--- config.mk ---
export PLATFORM = sky130hd
export DESIGN_NAME = demux_rr_sched
export DESIGN_NICKNAME = d
export VERILOG_FILES = /design/src/rtl/demux_rr_sched.sv
export SDC_FILE = /design/constraint.sdc
export NUM_CORES = 1
export LEC_CHECK = 0
export BUFFER_PORTS_ARGS = -buffer_cell sky130_fd_sc_hd__buf_2
export CORE_UTILIZATION = 40
export CTS_CLUSTER_DIAMETER = 80
export CTS_CLUSTER_SIZE = 10
export DETAILED_ROUTE_END_ITERATION = 8
export GPL_TIMING_DRIVEN = 0
export PLACE_DENSITY = 0.73
export REMOVE_ABC_BUFFERS = 1
export SETUP_SLACK_MARGIN = 0.05
export SKIP_LAST_GASP = 1
export SLEW_MARGIN = 5
export SYNTH_ARGS = -nofsm -noshare
export SYNTH_HDL_FRONTEND = slang
export SYNTH_SLANG_ARGS = --single-unit
--- constraint.sdc ---
create_clock -name i_clk -period 3.25 [get_ports i_clk]
set_input_delay 0.65 -clock i_clk [delete_from_list [all_inputs] [get_ports i_clk]]
set_output_delay 0.65 -clock i_clk [all_outputs]
set_load 0.005 [all_outputs]
--- src/rtl/demux_rr_sched.sv ---
// Round-robin burst scheduler for the 1-to-8 demux fabric.
// Holds one word and drives the demux select toward enabled channels.
module demux_rr_sched #(
  parameter int W     = 8,
  parameter int BURST = 4
) (
  input  logic         i_clk,
  input  logic         i_rst,
  input  logic         i_in_valid,
  input  logic [W-1:0] i_in_data,
  output logic         o_in_ready,
  input  logic [7:0]   i_en_mask,
  output logic [W-1:0] o_out_data,
  output logic [7:0]   o_out_valid,
  input  logic [7:0]   i_out_ready,
  output logic [2:0]   o_sel,
  output logic         o_busy
);

  typedef enum logic {
    S_IDLE,
    S_GRANT
  } state_t;

  localparam logic [7:0] CNT_MAX = 8'(BURST - 1);

  state_t       r_state;
  state_t       w_state;
  logic [2:0]   r_sel;
  logic [2:0]   w_sel;
  logic [2:0]   r_last;
  logic [2:0]   w_last;
  logic [7:0]   r_cnt;
  logic [7:0]   w_cnt;
  logic [W-1:0] r_hold_data;
  logic         r_hold_full;

  logic         w_grant;
  logic         w_sel_en;
  logic         w_fire;
  logic         w_accept;
  logic [2:0]   w_nxt;

  assign w_grant    = (r_state == S_GRANT);
  assign w_sel_en   = i_en_mask[r_sel];
  // A transfer needs the channel enabled, so a disabled channel never eats a word.
  assign w_fire     = r_hold_full && w_grant && w_sel_en && i_out_ready[r_sel];
  assign o_in_ready = !r_hold_full || w_fire;
  assign w_accept   = i_in_valid && o_in_ready;

  assign o_out_data  = r_hold_data;
  assign o_out_valid = (r_hold_full && w_grant && w_sel_en) ?
                       (8'h01 << r_sel) : 8'h00;
  assign o_sel       = r_sel;
  assign o_busy      = w_grant;

  // First enabled channel after last, wrapping back to last itself.
  always_comb begin : search
    logic       found;
    logic [2:0] idx;
    w_nxt = r_last;
    found = 1'b0;
    idx   = r_last;
    for (int i = 1; i <= 8; i++) begin
      idx = r_last + 3'(i);
      if (!found && i_en_mask[idx]) begin
        w_nxt = idx;
        found = 1'b1;
      end
    end
  end

  always_comb begin
    w_state = r_state;
    w_sel   = r_sel;
    w_last  = r_last;
    w_cnt   = r_cnt;
    unique case (r_state)
      S_IDLE: begin
        if (i_en_mask != 8'h00) begin
          w_state = S_GRANT;
          w_sel   = w_nxt;
          w_last  = w_nxt;
          w_cnt   = 8'h00;
        end
      end
      S_GRANT: begin
        if (i_en_mask == 8'h00) begin
          w_state = S_IDLE;
          w_cnt   = 8'h00;
        end else if ((w_fire && r_cnt == CNT_MAX) || !w_sel_en) begin
          w_sel  = w_nxt;
          w_last = w_nxt;
          w_cnt  = 8'h00;
        end else if (w_fire) begin
          w_cnt = r_cnt + 8'h01;
        end
      end
      default: w_state = S_IDLE;
    endcase
  end

  always_ff @(posedge i_clk) begin
    if (i_rst) begin
      r_state <= S_IDLE;
      r_sel   <= 3'd0;
      r_last  <= 3'd7;
      r_cnt   <= 8'h00;
    end else begin
      r_state <= w_state;
      r_sel   <= w_sel;
      r_last  <= w_last;
      r_cnt   <= w_cnt;
    end
  end

  // Accept and fire together reload the register and keep it full.
  always_ff @(posedge i_clk) begin
    if (i_rst) begin
      r_hold_full <= 1'b0;
      r_hold_data <= '0;
    end else if (w_accept) begin
      r_hold_full <= 1'b1;
      r_hold_data <= i_in_data;
    end else if (w_fire) begin
      r_hold_full <= 1'b0;
    end
  end

endmodule

* Word level (Yosys, flattened, before mapping)
Index checks and enable logic that the tools add are counted.
** Word-level totals
- Word-level logic and storage cells :: 108
- Bits in registers :: 24
- Bits of input ports :: 27
- Output and inout bits :: 21
** Operators by class
- Reductions and logical operators :: 28
- Order comparisons :: 9
- Eq/ne operators :: 5
- Add/sub/neg operators :: 8
- Mux-type cells :: 50
- Shifts and indexed selects :: 1
- Bitwise operators :: 1
** Operators by type and width (number)
- 8-bit 2-to-1 mux :: 5
- 3-bit by 4-bit less-than comparator with 1-bit output, second input constant :: 9
- 3-bit 2-to-1 mux :: 11
- 1-bit binary-select mux with 3-bit select :: 10
- 1-bit 2-to-1 mux :: 21
- 8-bit one-hot mux with 2 select lines :: 1
- 3-bit adder, second input constant :: 4
- 1-bit logical AND :: 12
- 1-bit logical NOT :: 9
- 8-bit by 1-bit adder with 8-bit output, second input constant :: 1
- 8-bit by 2-bit == test with 1-bit output, second input constant :: 1
- 8-bit logical NOT :: 1
- 8-bit nonzero test :: 1
- 1-bit by 3-bit << shifter with 8-bit output, first input constant :: 1
- 3-bit by 2-bit adder with 3-bit output, second input constant :: 2
- 3-bit one-hot mux with 2 select lines :: 1
- 2-bit != test, second input constant :: 2
- 4-bit by 1-bit != test with 1-bit output, second input constant :: 1
- 3-bit by 1-bit adder with 3-bit output, second input constant :: 1
- 3-bit AND reduction :: 1
- 1-bit logical OR :: 2
- 2-bit by 1-bit != test with 1-bit output, second input constant :: 1
- 1-bit one-hot mux with 2 select lines :: 1
- 2-bit AND reduction :: 1
- other kinds (2) :: 2

* Longest topological paths before layout
- Word-level depth :: 28
- Mapped depth :: 12
- Depth with buffers taken out :: 9

* Worst setup path before layout
No wires, ideal clock.
- Path kind :: reg-to-reg
- Start :: reg r_last[1]
- End :: reg r_last[0]
- Period minus slack after synthesis :: 3.241 ns
- Path buffers :: 3
- Cell stages (with the launch flop) :: 13
- Arrival time :: 3.114 ns
- Required time :: 3.123 ns
- Slack :: 0.009 ns
- Setup time :: 0.127 ns
- Cell sequence :: dfxtp_1 clkbuf_1 buf_2 inv_1 ha_1 buf_2 mux4_2 mux2i_1 nand4_1 nor2_1 a221oi_2 o21ai_1 or3b_1
** On the way
- Word-level cells in the longest chain between the ends :: 28
- Elaborated cells between the ends (all ways) :: 56
- Classes of those cells :: add/sub (7); mux (35); reduce/logical (14)
** RTL lines
- start: declaration :: RTL line 31 : logic [2:0] r_last;
- start signal: assignment :: RTL line 112 : r_last <= w_last;
- 3-bit by 1-bit adder with 3-bit output :: RTL line 65 : idx = r_last + 3'(i);
- 1-bit binary-select mux with 3-bit select :: RTL line 66 : if (!found && i_en_mask[idx]) begin
- 1-bit 2-to-1 mux (implied by the code) :: RTL line 66
- 1-bit 2-to-1 mux :: RTL line 66
- 1-bit logical NOT :: RTL line 66
- 1-bit logical AND :: RTL line 66
- 1-bit 2-to-1 mux :: RTL line 66
- 1-bit logical NOT :: RTL line 66
- [12 not listed]
- 1-bit logical AND :: RTL line 66
- 1-bit 2-to-1 mux :: RTL line 66
- 1-bit logical NOT :: RTL line 66
- 1-bit logical AND :: RTL line 66
- 3-bit 2-to-1 mux * :: RTL line 66
- 3-bit 2-to-1 mux :: RTL line 91 : end else if ((w_fire && r_cnt == CNT_MAX) || !w_sel_en) begin
- 3-bit 2-to-1 mux :: RTL line 88 : if (i_en_mask == 8'h00) begin
- 3-bit one-hot mux with 2 select lines * :: RTL line 78 : unique case (r_state)
Every way passes the cells marked *; elsewhere a longest branch is shown, timed or not. The select of a mux whose other input is x is not followed.
A chain may end at the register's enable or synchronous reset.

* Worst setup path after layout
- Start :: reg r_last[0]
- End :: reg r_last[0]
Same word-level chain as after synthesis.

==> reports/metrics.csv <==
metric,value,unit
outcome,"finished, final reports clean",
crit-path cells,inv_1 > ha_4 > mux4_2 > mux2i_4 > nand4_1 > nor2_1 > a221oi_2 > o21ai_1 > or3b_1,
clock tree buffer depth,2,
Residual DRC,0,
Net Sw Frac,43.1,%
clock latency on the worst-skew pair,0.26,ns
most common cell in the netlist,nor2_1,
Worst Setup Start Kind,register,
Tightest Pin Transition,0.690,ns
share of layout cells above drive strength 1,33.3,%
DP Area,2360,µm²
global route total overflow,0,
area grow syn2layout,17.8,%
setup_tns,0,ns
Placer Congestion,0.837,
Max stage delay on crit path,0.60,ns
r2r setup slk,0.24,ns
Yosys warnings,0,
Worst path slowest cell,mux4_2,
Core ar.,5110,µm²
Int Pwr,1.23,mW
synth cell count leaders,"30 x nor2_1, 24 x dfxtp_1, 17 x mux4_2",
Crit Path Class,reg -> reg,
DP Wirelength,3600,µm
Leakage Power,1.03,nW
initial antenna violation count,0,
leading area contributor after synthesis,dfxtp_1,
CTS tree,built,
async set-reset flop share out of synthesis,0,%
nets,304,
total CTS buffers,3,
first-pass GRT wire length,7760,µm
Worst Path Arrival,3.16,ns
DIE AREA,5570,µm²
cell area after layout,2490,µm²
largest cells by area after synthesis,"dfxtp_1 23%, mux4_2 18%, mux2i_1 6.6%",
Final setup viols,0,
CP Max Fanout,15,
Post-synth EDFFs,0,
Filler cells,493,
Synth cell types,52,
initial core utilization,41.3,%
antenna fix cells,0,
post-synth top area share,22.8,%
#FFs+latches synth,24,
pin count of the biggest net entering global routing,23,
GRT Total Usage,17.6,%
top cell family by delay on the critical path,multiplexers,
Max VDD drop,0.513,mV
ys flop type,dfxtp_1,
P_sw,0.931,mW
RSZ-0062 raised after global routing,no,
Comb power frac,67.8,%
synthesized area,2110,µm²
power density over the cells,869,nW/µm²
H-tree Lvls,1,
Port Buffer Count,47,
Fin. Hold Viols,0,
Final period util,92.8,%
row cnt,26,
Slew headroom,53.6,%
Seq pwr share,20.5,%
part of the Yosys area used for sequential elements,22.8,%
antenna-violating nets left,0,
CP bufs+invs,1,
WL per Instance,14.0,µm
die height,74.6,µm
final worst path period need,3.01,ns
Max-cap violations,0,
Detailed Route WL,4800,µm
vias in the first global route,1704,
element type at the critical path end,register,
DRT iter0 DRCs,95,
cells after synthesis,231,
post-layout util,48.7,%
CTS sink cnt,24,
Hold Buf Count CTS,0,
die width,74.6,µm
average cell area after synthesis,9.14,µm²
Vias/cell,5.65,
CP required,3.40,ns
DRT Pass-1 Iters,4,
Worst Hold Class,reg -> reg,
clock skew,0.00656,ns
# IOs,48,
CTS Root Buffer Type,clkbuf_8,
power consumption,2.16,mW
Fmax,0.332,GHz
clk slew on worst S/H paths,0.08,ns
vias,1939,
Final Slew Violations,0,
clock share of power,11.7,%
state kept, by name, indices dropped and copies added, names as in the netlist:
| name | cells |
|---|---|
| o_sel | 3 |
| o_busy | 1 |
| r_cnt | 8 |
| r_hold_full | 1 |
| r_last | 3 |
| o_out_data | 8 |
tightest hold or removal path, stage by stage (launching register included):
cell and delay (ns):
dfxtp_1 0.32, mux2i_1 0.07, nor2_1 0.07
timing repair:
action / in CTS / in global routing
endpoints found under the setup margin: 6 / 4
buffers inserted: 0 / 3
pin swaps: 0 / 0
gates resized for setup: 7 / 1
cells by family after synthesis:
family                   Yosys count  synth area share (%)
adder cells (fa/ha/maj)            3                  1.78
AND/OR/NAND/NOR                   98                  24.3
AO/OA/AOI/OAI                     40                  13.9
buffers and inverters             20                  4.92
multiplexers                      37                  28.3
XOR/XNOR                           9                  4.09
flip-flops                        24                  22.8
path summary, 6_finish.rpt:
check / startpoint / endpoint / cells after the start
worst max register to register: r_last[0]$_SDFFE_PP1P_ / r_last[0]$_SDFFE_PP1P_ / 9
worst min register to register: o_out_data[4]$_SDFFE_PP0P_ / o_out_data[4]$_SDFFE_PP0P_ / 2
worst min-delay path: o_out_data[4]$_SDFFE_PP0P_ / o_out_data[4]$_SDFFE_PP0P_ / 2
worst max-delay path: r_last[0]$_SDFFE_PP1P_ / r_last[0]$_SDFFE_PP1P_ / 9
stage by stage:
stage	hold slack, ns	worst slack, ns	std cells
after floorplan	0.469	-0.263	219
after global placement	0.472	-0.745	336
after detailed placement	0.479	-0.815	336
after CTS	0.500	0.0531	340
after global routing	0.531	0.0577	343
final	0.492	0.235	343
layout make-up:
class	count	area, µm²	area share (%)
multi-input combinational	187	1550	62.4
sequential	24	488	19.6
timing repair buffer	50	258	10.4
tap	70	87.6	3.52
clock buffer	3	41.3	1.66
clock inverter	1	30.0	1.21
inverter	8	30.0	1.21
power groups by stage:
| stage | logic, mW | registers (mW) | clock network, mW |
|---|---|---|---|
| after CTS | 1.37 | 0.485 | 0.263 |
| after global routing | 1.60 | 0.458 | 0.274 |
| after global placement | 1.31 | 0.480 | 0 |
| after detailed placement | 1.33 | 0.483 | 0 |
| final | 1.46 | 0.443 | 0.253 |
| after floorplan | 1.09 | 0.448 | 0 |
per-layer routing:
metal | share of wire (%) | GRT usage [%] | up-vias
met1 | 44 | 21.7 | 920
li1 | - | - | 961
met3 | 3.8 | 1.34 | 4
met2 | 50 | 32.3 | 54
met4 | 1.4 | 6.29 | 0
met5 | 0 | 0 | -
cell usage in the layout (no fill, tap or decap), drive strengths merged, types with 4 or more instances in the layout:
cell     n
a31oi    4
dfxtp   24
nor3     8
a21oi   11
nand2   14
mux4    17
inv      8
nor3b    5
nand4    5
or4      4
mux2     5
nand2b   5
buf     50
nand3   11
a221oi   4
o21ai    6
xor2     6
nor2    30
mux2i   15
(Power assumes the default switching activity.)
